--- config.mk ---
export PLATFORM = sky130hd
export DESIGN_NAME = pe_depacketizer
export DESIGN_NICKNAME = d
export VERILOG_FILES = /design/src/rtl/noc_pkg.sv /design/src/rtl/ifm_serializer.sv /design/src/rtl/pe_depacketizer.sv
export SDC_FILE = /design/constraint.sdc
export NUM_CORES = 1
export LEC_CHECK = 0
export BUFFER_PORTS_ARGS = -buffer_cell sky130_fd_sc_hd__buf_2
export CELL_PAD_IN_SITES_DETAIL_PLACEMENT = 1
export CELL_PAD_IN_SITES_GLOBAL_PLACEMENT = 2
export CORE_UTILIZATION = 29
export CTS_CLUSTER_DIAMETER = 80
export DETAILED_ROUTE_END_ITERATION = 16
export HOLD_SLACK_MARGIN = 0.12
export PLACE_DENSITY = 0.76
export SLEW_MARGIN = 15
export SYNTH_ARGS = -nofsm -noshare
export SYNTH_HDL_FRONTEND = slang
export SYNTH_SLANG_ARGS = --single-unit
--- constraint.sdc ---
create_clock -name clk -period 2.8 [get_ports clk]
set_clock_uncertainty 0.1 [all_clocks]
set_input_delay 0.28 -clock clk [delete_from_list [all_inputs] [get_ports clk]]
set_output_delay 0.28 -clock clk [all_outputs]
set_load 0.005 [all_outputs]
--- src/rtl/noc_pkg.sv ---
// Shared NoC packet definitions for the PE packetizer/depacketizer pair:
// field positions, node addresses, packet struct and PE address lookup.
package noc_pkg;

  localparam int PWIDTH    = 47;
  localparam int PAYLOAD_W = 40;
  localparam int TYPE_BIT  = 46;
  localparam int DEST_MSB  = 45;
  localparam int DEST_LSB  = 43;
  localparam int SRC_MSB   = 42;
  localparam int SRC_LSB   = 40;

  localparam logic [2:0] ADDER_ADDR = 3'd4;

  typedef struct packed {
    logic                 is_ifm;
    logic [2:0]           dest;
    logic [2:0]           src;
    logic [PAYLOAD_W-1:0] payload;
  } noc_pkt_t;

  typedef enum logic [1:0] {
    ST_IDLE = 2'd0,
    ST_IFM  = 2'd1,
    ST_FILT = 2'd2
  } depkt_state_e;

  function automatic logic [2:0] pe_addr(input int index);
    case (index)
      0:       pe_addr = 3'd3;
      1:       pe_addr = 3'd1;
      2:       pe_addr = 3'd0;
      default: pe_addr = 3'd7;
    endcase
  endfunction

endpackage

--- src/rtl/ifm_serializer.sv ---
// Holds an ifmap payload and streams it out one DWIDTH element per
// handshake, LSB element first, flagging the final element.
module ifm_serializer
  import noc_pkg::*;
#(
  parameter int DWIDTH    = 8,
  parameter int IFM_BYTES = 5
) (
  input  logic                 clk,
  input  logic                 rst,
  input  logic                 i_load,
  input  logic [PAYLOAD_W-1:0] i_payload,
  input  logic                 i_ready,
  output logic                 o_valid,
  output logic [DWIDTH-1:0]    o_data,
  output logic                 o_last,
  output logic                 o_done
);

  localparam int IDX_W = (IFM_BYTES > 1) ? $clog2(IFM_BYTES) : 1;
  localparam logic [IDX_W-1:0] LAST_IDX = IDX_W'(IFM_BYTES - 1);

  logic [PAYLOAD_W-1:0] r_payload;
  logic [IDX_W-1:0]     r_idx;
  logic                 r_active;
  logic                 w_last;
  logic                 w_fire;

  assign w_last  = r_active && (r_idx == LAST_IDX);
  assign w_fire  = r_active && i_ready;
  assign o_done  = w_fire && w_last;
  assign o_valid = r_active;
  assign o_last  = w_last;
  assign o_data  = r_payload[DWIDTH*int'(r_idx) +: DWIDTH];

  always_ff @(posedge clk) begin
    if (rst) begin
      r_payload <= '0;
      r_idx     <= '0;
      r_active  <= 1'b0;
    end else if (i_load) begin
      r_payload <= i_payload;
      r_idx     <= '0;
      r_active  <= 1'b1;
    end else if (w_fire) begin
      if (w_last) begin
        r_idx    <= '0;
        r_active <= 1'b0;
      end else begin
        r_idx <= r_idx + 1'b1;
      end
    end
  end

endmodule

--- src/rtl/pe_depacketizer.sv ---
// Splits NoC packets for one PE into an ifmap byte stream and filter frames.
// Define PE_DEPKT_ADDR_CHECK_EN to drop misaddressed packets and count them.
module pe_depacketizer
  import noc_pkg::*;
#(
  parameter int DWIDTH    = 8,
  parameter int PWIDTH    = 47,
  parameter int PE_INDEX  = 0,
  parameter int IFM_BYTES = 5
) (
  input  logic                  clk,
  input  logic                  rst,
  input  logic                  in_valid,
  output logic                  in_ready,
  input  logic [PWIDTH-1:0]     in_packet,
  output logic                  ifm_valid,
  input  logic                  ifm_ready,
  output logic [DWIDTH-1:0]     ifm_data,
  output logic                  ifm_last,
  output logic                  filt_valid,
  input  logic                  filt_ready,
  output logic [3*DWIDTH-1:0]   filt_data,
  output logic [2:0]            filt_src,
  output logic [7:0]            drop_count
);

  if (PWIDTH != noc_pkg::PWIDTH) begin : g_err_pwidth
    $error("pe_depacketizer: PWIDTH must be 47");
  end
  if (PE_INDEX < 0 || PE_INDEX > 2) begin : g_err_index
    $error("pe_depacketizer: PE_INDEX must be 0, 1 or 2");
  end
  if (IFM_BYTES < 1 || IFM_BYTES * DWIDTH > PAYLOAD_W || 3 * DWIDTH > PAYLOAD_W) begin : g_err_bytes
    $error("pe_depacketizer: ifmap/filter fields do not fit the payload");
  end

  depkt_state_e          r_state;
  depkt_state_e          w_state_nxt;
  noc_pkt_t              w_pkt;
  logic                  w_accept;
  logic                  w_drop;
  logic                  w_take_ifm;
  logic                  w_take_filt;
  logic                  w_ifm_done;
  logic [3*DWIDTH-1:0]   r_filt_data;
  logic [2:0]            r_filt_src;

  assign w_pkt       = in_packet;
  assign w_accept    = in_valid && in_ready;
  assign w_take_ifm  = w_accept && !w_drop && w_pkt.is_ifm;
  assign w_take_filt = w_accept && !w_drop && !w_pkt.is_ifm;

`ifdef PE_DEPKT_ADDR_CHECK_EN
  localparam logic [2:0] LOCAL_ADDR = pe_addr(PE_INDEX);
  logic [7:0] r_drop_count;

  assign w_drop = w_accept && ((w_pkt.dest != LOCAL_ADDR) || (w_pkt.dest == ADDER_ADDR));
  assign drop_count = r_drop_count;

  always_ff @(posedge clk) begin
    if (rst) begin
      r_drop_count <= '0;
    end else if (w_drop && r_drop_count != 8'hFF) begin
      r_drop_count <= r_drop_count + 8'd1;
    end
  end
`else
  logic w_unused_dest;

  assign w_unused_dest = ^w_pkt.dest;
  assign w_drop        = 1'b0;
  assign drop_count    = '0;
`endif

  ifm_serializer #(
    .DWIDTH    (DWIDTH),
    .IFM_BYTES (IFM_BYTES)
  ) u_ifm_serializer (
    .clk       (clk),
    .rst       (rst),
    .i_load    (w_take_ifm),
    .i_payload (w_pkt.payload),
    .i_ready   (ifm_ready),
    .o_valid   (ifm_valid),
    .o_data    (ifm_data),
    .o_last    (ifm_last),
    .o_done    (w_ifm_done)
  );

  always_ff @(posedge clk) begin
    if (rst) begin
      r_state     <= ST_IDLE;
      r_filt_data <= '0;
      r_filt_src  <= '0;
    end else begin
      r_state <= w_state_nxt;
      if (w_take_filt) begin
        r_filt_data <= w_pkt.payload[3*DWIDTH-1:0];
        r_filt_src  <= w_pkt.src;
      end
    end
  end

  // in_ready is held low during reset so no packet is offered an ack that rst overrides
  always_comb begin
    w_state_nxt = r_state;
    in_ready    = 1'b0;
    filt_valid  = 1'b0;
    case (r_state)
      ST_IDLE: begin
        in_ready = !rst;
        if (w_take_ifm) begin
          w_state_nxt = ST_IFM;
        end else if (w_take_filt) begin
          w_state_nxt = ST_FILT;
        end
      end
      ST_IFM: begin
        if (w_ifm_done) begin
          w_state_nxt = ST_IDLE;
        end
      end
      ST_FILT: begin
        filt_valid = 1'b1;
        if (filt_ready) begin
          w_state_nxt = ST_IDLE;
        end
      end
      default: w_state_nxt = ST_IDLE;
    endcase
  end

  assign filt_data = r_filt_data;
  assign filt_src  = r_filt_src;

endmodule

After elaboration in Yosys (flattened, before gate mapping)
Index checks and enable logic that the tools add are counted.
{ "op_classes": {"addsub": 1, "eq_ne": 6, "shift": 1, "mux": 11, "n_reduce_logical": 14} }
{ "ops": {"columns": ["operator", "n"], "rows": [
  ["$shiftx 40x7->8", 1],
  ["$mux 2", 4],
  ["$logic_and 1x1->1", 6],
  ["$pmux 2 s3", 1],
  ["$mux 1", 5],
  ["$reduce_bool 2->1", 2],
  ["$add 3x1->3 const B", 1],
  ["$eq 3x3->1 const B", 1],
  ["$mux 3", 1],
  ["$ne 3x2->1 const B", 1],
  ["$reduce_and 3->1", 1],
  ["$eq 2x1->1 const B", 1],
  ["$eq 2x2->1 const B", 1],
  ["$logic_not 1->1", 2],
  ["$logic_not 2->1", 1],
  ["$ne 2x1->1 const B", 1],
  ["$ne 2x2->1 const B", 1],
  ["$reduce_and 2->1", 1],
  ["$reduce_or 2->1", 1]
]} }
{ "totals": {"ff_bits": 73, "inputBits": 52, "word_cells": 39} }

Depth between registers and ports, before layout
Gate-level depths: netlist of the first run.
{ "depth": {"word_depth": 7, "mapped_depth": 6, "depth_no_buf": 5} }

By module
From an unflattened synthesis of the first run, not the netlist that was laid out.
{ "unflattened": {"hier_cells": 339, "hier_area_um2": 3213.1} }
{ "by_module_without_submodules": {"columns": ["mod", "instances", "cells_each", "area_per_inst_um2"], "rows": [
  ["ifm_serializer", 1, 194, 1989.4],
  ["pe_depacketizer", 1, 145, 1223.7]
]} }

Least setup slack after synthesis of the first run
Ideal clock, no wire load.
{ "synth_path": {"path_type": "register to register", "from": "register u_ifm_serializer.r_idx[0]", "to": "register u_ifm_serializer.r_idx[1]", "arrival_time_ns": 1.954, "required_time_ns": 2.605, "setup_slack_ns": 0.650, "stages_incl_launch_ff": 7, "path_buffers": 1, "synth_period_minus_slack_ns": 2.150, "cell_sequence": "dfxtp_1 > buf_2 > clkinv_1 > ha_1 > and3_1 > or3b_2 > a221oi_1"} }
{ "synth_via": {"elab_chain_cells": 3, "elab_cells_between_ends": 4, "classes_between": "add/sub (1); eq/ne (1); mux (1); reduce/logical (1)"} }
{ "synth_rtl": {"columns": ["element", "line", "rtl"], "rows": [
  ["start, declared", "ifm_serializer.sv:24", "logic [IDX_W-1:0] r_idx;"],
  ["start signal, assigned", "ifm_serializer.sv:50", "r_idx <= r_idx + 1'b1;"],
  ["$eq 3x3->1", "ifm_serializer.sv:29", "assign w_last = r_active && (r_idx == LAST_IDX);"],
  ["$logic_and 1x1->1", "ifm_serializer.sv:29", null],
  ["named net ifm_last", "pe_depacketizer.sv:19", "output logic ifm_last,"],
  ["$mux 3", "ifm_serializer.sv:46", "if (w_last) begin"]
]} }
The timed path passes the listed nets, and every way through them passes these cells.
A chain may end at the register's enable or synchronous reset.

Worst setup path after layout of the first run
{ "layout_path": {"from": "register u_ifm_serializer.r_idx[0]", "to": "output ifm_data[7]"} }
{ "layout_via": {"elab_chain_cells": 1} }
{ "layout_rtl": {"columns": ["element", "line", "rtl"], "rows": [
  ["$shiftx 40x7->8", "ifm_serializer.sv:34", "assign o_data = r_payload[DWIDTH*int'(r_idx) +: DWIDTH];"],
  ["end, declared", "pe_depacketizer.sv:18", "output logic [DWIDTH-1:0] ifm_data,"]
]} }
No other way between the ends.

==> flow_summary.yaml, run 1 <==
grt:
  gr-total-overflow: 0
  grt_usage: 0.1861
  grt_pass1_wl_um: 16910
  antenna_found_initial: 0
  grt_pass1_vias: 3357
  grt_start_max_net_pins: 74
hold_path:
  holdPathStages: 3
  hold_path.startpoint: "ifm_ready"
  hold_path_end: "u_ifm_serializer.r_idx[2]"
  worstHoldPathType: "in2reg"
clock_network:
  cts.sinks: 73
  cts.clk_slew.worst_paths_ns: 0.08
  cts_buffer_depth: 2
  htreeDepth: 3
  cts_tree: "done"
  clock_latency_ns: 0.34
  cts_buffers: 9
  cts-root-buf: "clkbuf_8"
timing:
  maxSlewViolCount: 0
  fin_ws_ns: 0.4720
  hold_violations: 0
  fin_tns_setup_ns: 0
  post-route-period-util: 0.8314
  finalSetupViolCount: 0
  fmax_ghz: 0.4295
  hold_ws_ns: 0.1624
  maxSlewHeadroom: 0.4466
  tightest_slew_ns: 0.8301
  rsz0062_at_grt: "false"
  finalCriticalPeriod_ns: 2.328
outcome:
  status: "completed"
logic_synthesis:
  yosys.area.top_type: "dfxtp_1"
  synth_cells: 393
  ys_seq_area_frac: 0.4487
  yosys.area.top_type_share: 0.4487
  syn_avg_cell_area_um2: 8.287
  netlist_area_mm2: 0.003257
  synthTopCellsByArea: "dfxtp_1 45%, a21oi_1 11%, nand3_1 10%"
  synth-seq-cells: 73
  ys_types: 35
  yosysWarnings: 0
power:
  p_total_mw: 2.435
  irDropWorstVdd_uv: 274.1
  p_per_area_mw_per_mm2: 556.3
  leakage_nw: 1.657
detailed_routing:
  wire_per_inst_um: 16.47
  vias_per_cell: 5.186
  drc: 0
  drt_wl_total_um: 10540
  drt_iter0_markers: 199
  vias: 3319
  dr.pass1.iters: 4
  drt.antenna.violating_nets: 0
placed_design:
  dp_hpwl_um: 6182
  place_congestion: 0.7268
  dp_slack_ns: 0.8027
  port_buffers: 87
critical_path:
  cp_max_fo: 12
  crit_type: "reg2out"
  reg2reg_depth: 5
  crit_arrival_ns: 1.95
  reg2reg_from: "u_ifm_serializer.r_idx[1]"
  r2r-end: "u_ifm_serializer.r_idx[1]"
  worst-endpoint-required_ns: 2.42
  r2r_slack_ns: 0.76
  critPathLaunchType: "register"
  endpoint_kind: "output port"
die:
  core_area_mm2: 0.01089
  pin_count: 99
  start_util: 0.2991
  rows: 38
  die_w_um: 108.0
  dieArea_mm2: 0.01166
  fp.dieH_um: 108.0
finish:
  final_nets: 549
  utilization: 0.4021
  area_growth_pct: 34.42
  drive_gt1_frac: 0.2500
  num_antenna_cells: 0
run:
  cap_violations: 0
cell families (layout without fill, tap and decap cells):
logic type               count (synthesis)  count (layout)  share of synthesized area
AO/OA/AOI/OAI                          158             158                     0.2620
AND/OR/NAND/NOR                         88              88                     0.1429
flip-flops                              73              73                     0.4487
buffers and inverters                   55             155                    0.08528
multiplexers                            16              16                    0.05225
adder cells (fa/ha/maj)                  2               2                   0.007682
other                                    1               8                   0.001151
Yosys cell counts:
cell type and count:
dfxtp_1 73, a21oi_1 69, nand3_1 68, o21ai_0 49, clkbuf_1 26, o21ai_1 15, buf_2 12, a22oi_1 8
buf_4 8, mux2_2 8, mux2i_1 8, o22ai_1 8, nand2_1 5, o21ai_2 5, a221oi_1 3, inv_1 3
buf_1 2, buf_6 2, ha_1 2, nor2b_1 2, nor3_1 2, nor3b_1 2, a211oi_1 1, and3_1 1
buf_8 1, clkinv_1 1, conb_1 1, nand2b_1 1, nand4_1 1, nand4b_1 1, nor2_1 1, nor4b_1 1
or3_1 1, or3b_2 1, or4b_4 1
report_power, final:
group	internal [mW]	switching (mW)
Sequential	1.07	0.0236
Clock	0.601	0.434
Combinational	0.130	0.173
Total	1.80	0.630
final cells by class:
cell class,instances,area (um^2)
clock buffers,9,123.9
inverters,4,15.01
fillers,1313,6510
repair buffers,135,928.4
clock inverters,7,123.9
multi-input cells,272,1550
well taps,140,175.2
flip-flops and latches,73,1461
registers in the layout (all words and copies together), names as in the netlist:
name                        cells
filt_src                        3
u_ifm_serializer.r_idx          3
filt_data                      24
u_ifm_serializer.r_payload     40
r_state                         2
u_ifm_serializer.o_valid        1
routing by layer:
metal	up-vias	GRT usage	routed length (um)
li1	1619	-	-
met1	1616	0.2470	5102
met2	64	0.2989	4913
met3	20	0.02954	294
met4	0	0.07828	227
met5	-	0	0
critical path, stage by stage (launching register included):
cell and delay, ns:
dfxtp_1 0.34, buf_4 0.22, nor2b_1 0.46, a22oi_1 0.17, o22ai_1 0.26, buf_2 0.16
worst max-delay path by stage:
stage	from	endpoint
after global routing	u_ifm_serializer.r_idx[0]	ifm_data[3]
final	u_ifm_serializer.r_idx[0]	ifm_data[7]
after CTS	u_ifm_serializer.r_idx[2]	ifm_data[7]
after detailed placement	u_ifm_serializer.r_idx[1]	u_ifm_serializer.r_idx[1]
after floorplan	u_ifm_serializer.r_idx[0]	u_ifm_serializer.r_idx[1]
after global placement	u_ifm_serializer.r_idx[1]	u_ifm_serializer.r_idx[1]
timing repair:
item	CTS	global route
hold endpoints to repair	65	0
hold buffers	43	0
gates resized for setup	0	0
buffers inserted	0	0
layout by cell type (no fill, tap or decap), drive strengths merged, types with 2 or more instances in the layout:
cell type / count
a21oi: 69
a221oi: 3
a22oi: 8
buf: 92
bufinv: 3
clkbuf: 9
conb: 8
dfxtp: 73
dlygate4sd3: 43
ha: 2
inv: 6
mux2: 8
mux2i: 8
nand2: 5
nand3: 68
nor2b: 2
nor3: 2
nor3b: 2
o21ai: 69
o22ai: 8
metrics by stage:
| stage | instance area, um^2 | cells |
|---|---|---|
| after floorplan | 3283 | 400 |
| after global placement | 3700 | 581 |
| after detailed placement | 3700 | 581 |
| after CTS | 4378 | 640 |
| after global routing | 4378 | 640 |
| final | 4378 | 640 |
Note: power is estimated with default switching activity, not from simulation.
==> run 2: changes to the inputs <==
==> constraint.sdc (replaced) <==
create_clock -name clk -period 2.3 [get_ports clk]
set_clock_uncertainty 0.1 [all_clocks]
set_input_delay 0.23 -clock clk [delete_from_list [all_inputs] [get_ports clk]]
set_output_delay 0.23 -clock clk [all_outputs]
set_load 0.005 [all_outputs]
==> flow_summary.yaml, run 2 (synthesis results as in run 1) <==
detailed_routing:
  vias_per_cell: 5.062
  drc: 0
  drt_wl_total_um: 10450
  drt_iter0_markers: 132
  vias: 3260
  dr.pass1.iters: 4
  wire_per_inst_um: 16.23
  drt.antenna.violating_nets: 0
hold_path:
  worstHoldPathType: "in2reg"
  holdPathStages: 4
  hold_path_end: "r_state[1]"
  hold_path.startpoint: "in_valid"
timing:
  tightest_slew_ns: 0.7788
  rsz0062_at_grt: "false"
  fin_tns_setup_ns: 0
  hold_ws_ns: 0.2380
  maxSlewViolCount: 0
  fmax_ghz: 0.4768
  finalSetupViolCount: 0
  maxSlewHeadroom: 0.4808
  fin_ws_ns: 0.2029
  hold_violations: 0
  post-route-period-util: 0.9118
  finalCriticalPeriod_ns: 2.097
die:
  die_w_um: 108.0
  pin_count: 99
  start_util: 0.2991
  dieArea_mm2: 0.01166
  rows: 38
  core_area_mm2: 0.01089
  fp.dieH_um: 108.0
critical_path:
  r2r_slack_ns: 0.24
  slowest_delay_ns: 0.34
  crit_family: "compound AO/OA/AOI/OAI gates"
  reg2reg_from: "u_ifm_serializer.r_idx[0]"
  critPathLaunchType: "register"
  crit_chain: "buf_4, nor2b_2, a22oi_1, o22ai_1, buf_2"
  worst-endpoint-required_ns: 1.97
  r2r-end: "u_ifm_serializer.r_idx[1]"
  crit_type: "reg2out"
  endpoint_kind: "output port"
  crit_arrival_ns: 1.77
  cp_slowest_cell: "dfxtp_1"
  critPathBufInv: 2
  cp_max_fo: 12
  reg2reg_depth: 5
clock_network:
  postCtsSetupRepairBufs: 0
  clock_latency_ns: 0.34
  cts.clk_slew.worst_paths_ns: 0.08
  cts-root-buf: "clkbuf_8"
  cts_buffers: 9
  cts.sinks: 73
  htreeDepth: 3
  cts_tree: "done"
  cts_buffer_depth: 2
placed_design:
  placed_cell_area_mm2: 0.003715
  dp_hpwl_um: 6367
  port_buffers: 87
  place_congestion: 0.7091
  dp_slack_ns: 0.2516
outcome:
  status: "completed"
finish:
  largest-register: "u_ifm_serializer.r_payload"
  num_antenna_cells: 0
  area_growth_pct: 34.27
  final_common_cell: "buf_2"
  final_nets: 554
  utilization: 0.4016
  drive_gt1_frac: 0.2540
  layout_common_cells: "87 x buf_2, 72 x dfxtp_1, 69 x a21oi_1"
  largest_register_ffs: 40
  nFillCells: 1331
  seqCellArea_mm2: 0.001463
  multiInputGateArea_mm2: 0.001553
  stdcell_area_mm2: 0.004373
grt:
  gr-total-overflow: 0
  grt_start_max_net_pins: 73
  grt_pass1_wl_um: 16680
  antenna_found_initial: 0
  grt_pass1_vias: 3375
  grt_usage: 0.1813
power:
  p_per_area_mw_per_mm2: 620.2
  leakage_nw: 1.658
  irDropWorstVdd_uv: 268.8
run:
  cap_violations: 0
[run 2: changes by cell type in the layout (fill, tap and decap cells not counted), moves of 2 or more]
| cell | previous run | this run |
|---|---|---|
| inv_6 | 3 | 0 |
| dlygate4sd3_1 | 43 | 46 |
| clkinv_2 | 0 | 2 |
| buf_4 | 3 | 5 |
| bufinv_16 | 3 | 1 |
[run 2: worst max-delay path by stage]
stage,start,to,slack (ns),cells after the start
after detailed placement,u_ifm_serializer.r_idx[0],u_ifm_serializer.r_idx[1],0.25,5
after global routing,u_ifm_serializer.r_idx[0],ifm_data[7],0.06,5
after CTS,u_ifm_serializer.r_idx[2],ifm_data[5],0.02,4
after floorplan,u_ifm_serializer.r_idx[0],u_ifm_serializer.r_idx[1],0.15,6
final,u_ifm_serializer.r_idx[0],ifm_data[6],0.20,5
after global placement,u_ifm_serializer.r_idx[0],u_ifm_serializer.r_idx[1],0.36,5
[run 2: power by group]
group          switching [mW]  internal (mW)
clock                   0.481          0.523
combinational           0.209          0.162
sequential             0.0286           1.31
total                   0.719           1.99
[run 2: area by class of cell]
class | count | area share
repair buffers | 140 | 0.2226
multi-input cells | 272 | 0.3551
clock buffers | 10 | 0.03147
flip-flops and latches | 73 | 0.3345
well taps | 140 | 0.04006
inverters | 4 | 0.003433
clock inverters | 5 | 0.01288
[run 2: metal layers]
metal	routed length, um	GRT usage	share of wire
met3	361	0.02532	0.035
met1	4948	0.2433	0.47
met2	4979	0.2971	0.48
met4	161	0.06164	0.015
met5	0	0	0
[run 2: through the flow]
stage,std cells,power (mW)
floorplan,400,1.558
global placement,583,1.672
detailed placement,583,1.677
CTS,644,2.748
global route,644,2.838
finish,644,2.712
[run 2: what timing repair did]
action / 4_1_cts / 5_1_grt
setup endpoints to repair: 0 / 8
resized for setup: 0 / 2
hold buffers: 46 / 0
hold endpoints to repair: 69 / 0
[run 2: worst register-to-register path: cells and delay by family, from the launching register on]
kind	cells	cell delay, ns
compound gates	1	0.29
buf+inv	1	0.22
fa+ha+maj	1	0.31
flops	1	0.34
simple gates	2	0.71
==> run 3: changes to the inputs <==
--- a/config.mk
+++ b/config.mk
@@ -6,6 +6,7 @@
 export NUM_CORES = 1
 export LEC_CHECK = 0
 export BUFFER_PORTS_ARGS = -buffer_cell sky130_fd_sc_hd__buf_2
+export CAP_MARGIN = 20
 export CELL_PAD_IN_SITES_DETAIL_PLACEMENT = 1
 export CELL_PAD_IN_SITES_GLOBAL_PLACEMENT = 2
 export CORE_UTILIZATION = 29
@@ -13,6 +14,7 @@
 export DETAILED_ROUTE_END_ITERATION = 16
 export HOLD_SLACK_MARGIN = 0.12
 export PLACE_DENSITY = 0.76
+export SETUP_SLACK_MARGIN = 0.5
 export SLEW_MARGIN = 15
 export SYNTH_ARGS = -nofsm -noshare
 export SYNTH_HDL_FRONTEND = slang
==> flow_summary.yaml, run 3 (synthesis results as in run 1) <==
outcome:
  status: "completed"
clock_network:
  cts_buffer_depth: 2
  cts_buffers: 9
  htreeDepth: 3
  cts-root-buf: "clkbuf_8"
  cts.sinks: 73
  clock_latency_ns: 0.34
  cts_tree: "done"
  cts.clk_slew.worst_paths_ns: 0.08
finish:
  nFillCells: 1314
  utilization: 0.4324
  final_nets: 565
  drive_gt1_frac: 0.3120
  final_common_cell: "buf_2"
  final_cells: 656
  num_antenna_cells: 0
  area_growth_pct: 44.56
  largest_register_ffs: 40
  layout_common_cells: "87 x buf_2, 69 x a21oi_1, 69 x dfxtp_1"
  stdcell_area_mm2: 0.004708
  largest-register: "u_ifm_serializer.r_payload"
critical_path:
  crit_chain: "buf_6, buf_6, nor2b_4, a22oi_1, o22ai_1, buf_2"
  path_common_cell: "buf_6"
  r2r-end: "u_ifm_serializer.r_payload[16]"
  critPathBufInv: 3
  cp_slowest_cell: "dfxtp_4"
  crit_family: "buffers and inverters"
  critPathLaunchType: "register"
  r2r_slack_ns: 0.51
  crit_type: "reg2out"
  slowest_delay_ns: 0.38
  reg2reg_depth: 3
  reg2reg_from: "r_state[0]"
  crit_arrival_ns: 1.67
  cp_max_fo: 8
  worst-endpoint-required_ns: 1.97
  endpoint_kind: "output port"
detailed_routing:
  drt_iter0_markers: 160
  wire_per_inst_um: 18.92
  vias: 3504
  dr.pass1.iters: 4
  drt_wl_total_um: 12410
  vias_per_cell: 5.341
  drc: 0
  drt.antenna.violating_nets: 0
placed_design:
  place_congestion: 0.7736
  placed_cell_area_mm2: 0.003740
  place_inst: 581
  port_buffers: 87
  dp_slack_ns: 0.2846
  dp_hpwl_um: 6318
hold_path:
  worstHoldPathType: "in2reg"
  hold_path.startpoint: "filt_ready"
  hold_path_end: "r_state[1]"
  holdPathStages: 4
timing:
  post-route-period-util: 0.8687
  finalSetupViolCount: 0
  maxSlewViolCount: 0
  tightest_slew_ns: 0.8330
  maxSlewHeadroom: 0.4446
  hold_ws_ns: 0.1289
  fin_tns_setup_ns: 0
  finalCriticalPeriod_ns: 1.998
  hold_violations: 0
  fin_ws_ns: 0.3020
  rsz0062_at_grt: "true"
  fmax_ghz: 0.5005
power:
  p_clk_frac: 0.415
  p_per_area_mw_per_mm2: 643.3
  leakage_nw: 1.777
  p_sw_frac: 0.2589
  sequentialPowerShare: 0.444
  p_total_mw: 3.029
  p_switching_mw: 0.7842
  p_int_mw: 2.245
  irDropWorstVdd_uv: 224.5
  p_comb_frac: 0.141
run:
  cap_violations: 0
grt:
  antenna_found_initial: 0
  gr-total-overflow: 0
  grt_pass1_wl_um: 18040
  grt_pass1_vias: 3441
  grt_start_max_net_pins: 75
  grt_usage: 0.1994
die:
  start_util: 0.2991
  fp.dieH_um: 108.0
  core_area_mm2: 0.01089
  rows: 38
  pin_count: 99
  dieArea_mm2: 0.01166
  die_w_um: 108.0
[run 3: cell types whose count changed in the layout (fill, tap and decap cells not counted), sizes merged]
| cell | before | now |
|---|---|---|
| clkinv | 4 | 2 |
| bufbuf | 0 | 1 |
| dlygate4sd3 | 46 | 44 |
| buf | 94 | 100 |
| clkbuf | 10 | 11 |
| bufinv | 1 | 3 |
| or4b | 1 | 7 |
[run 3: worst reg2reg max path: cells and delay by family (launching register included)]
family,cells,cell delay [ns]
flip-flops,1,0.42
AO/OA/AOI/OAI,2,0.27
AND/OR/NAND/NOR,1,0.85
[run 3: timing repair]
item,in CTS,in global routing
resized for setup,23,11
gates cloned,2,5
setup endpoints to repair,78,52
hold buffers,44,0
buffers inserted,7,1
pin swaps,15,3
endpoints found under the hold margin,68,0
[run 3: how the worst max path moves through the flow]
| stage | startpoint | endpoint | slack, ns | cells past startpoint |
|---|---|---|---|---|
| floorplan | u_ifm_serializer.r_idx[0] | u_ifm_serializer.r_idx[1] | 0.51 | 6 |
| global placement | u_ifm_serializer.r_idx[0] | u_ifm_serializer.r_idx[1] | 0.33 | 5 |
| detailed placement | u_ifm_serializer.r_idx[0] | u_ifm_serializer.r_idx[1] | 0.28 | 5 |
| CTS | u_ifm_serializer.r_idx[2] | ifm_data[7] | 0.31 | 6 |
| global route | u_ifm_serializer.r_idx[2] | ifm_data[3] | 0.25 | 6 |
| finish | u_ifm_serializer.r_idx[2] | ifm_data[3] | 0.30 | 6 |
[run 3: area by class of cell]
cell class                 instances  area, um^2  area share
multi-input combinational        278        1744      0.3704
sequential                        73        1471      0.3125
timing repair buffer             145        1046      0.2222
tap                              140       175.2     0.03720
clock buffer                      11       141.4     0.03003
clock inverter                     5       102.6     0.02179
inverter                           4       27.53    0.005846
[run 3: layer usage]
metal | vias up | part of all wire | routed length [um] | track usage
met1 | 1717 | 0.48 | 5939 | 0.2638
met2 | 91 | 0.47 | 5864 | 0.3303
met3 | 22 | 0.032 | 402 | 0.02954
li1 | 1674 | - | - | -
met5 | - | 0 | 0 | 0
met4 | 0 | 0.017 | 205 | 0.06751
[run 3: power by group through the flow]
stage	Sequential (mW)	Clock [mW]	Combinational [mW]
finish	1.35	1.26	0.427
global route	1.35	1.34	0.463
CTS	1.34	1.28	0.392
detailed placement	1.37	0	0.313
global placement	1.37	0	0.309
floorplan	1.36	0	0.204
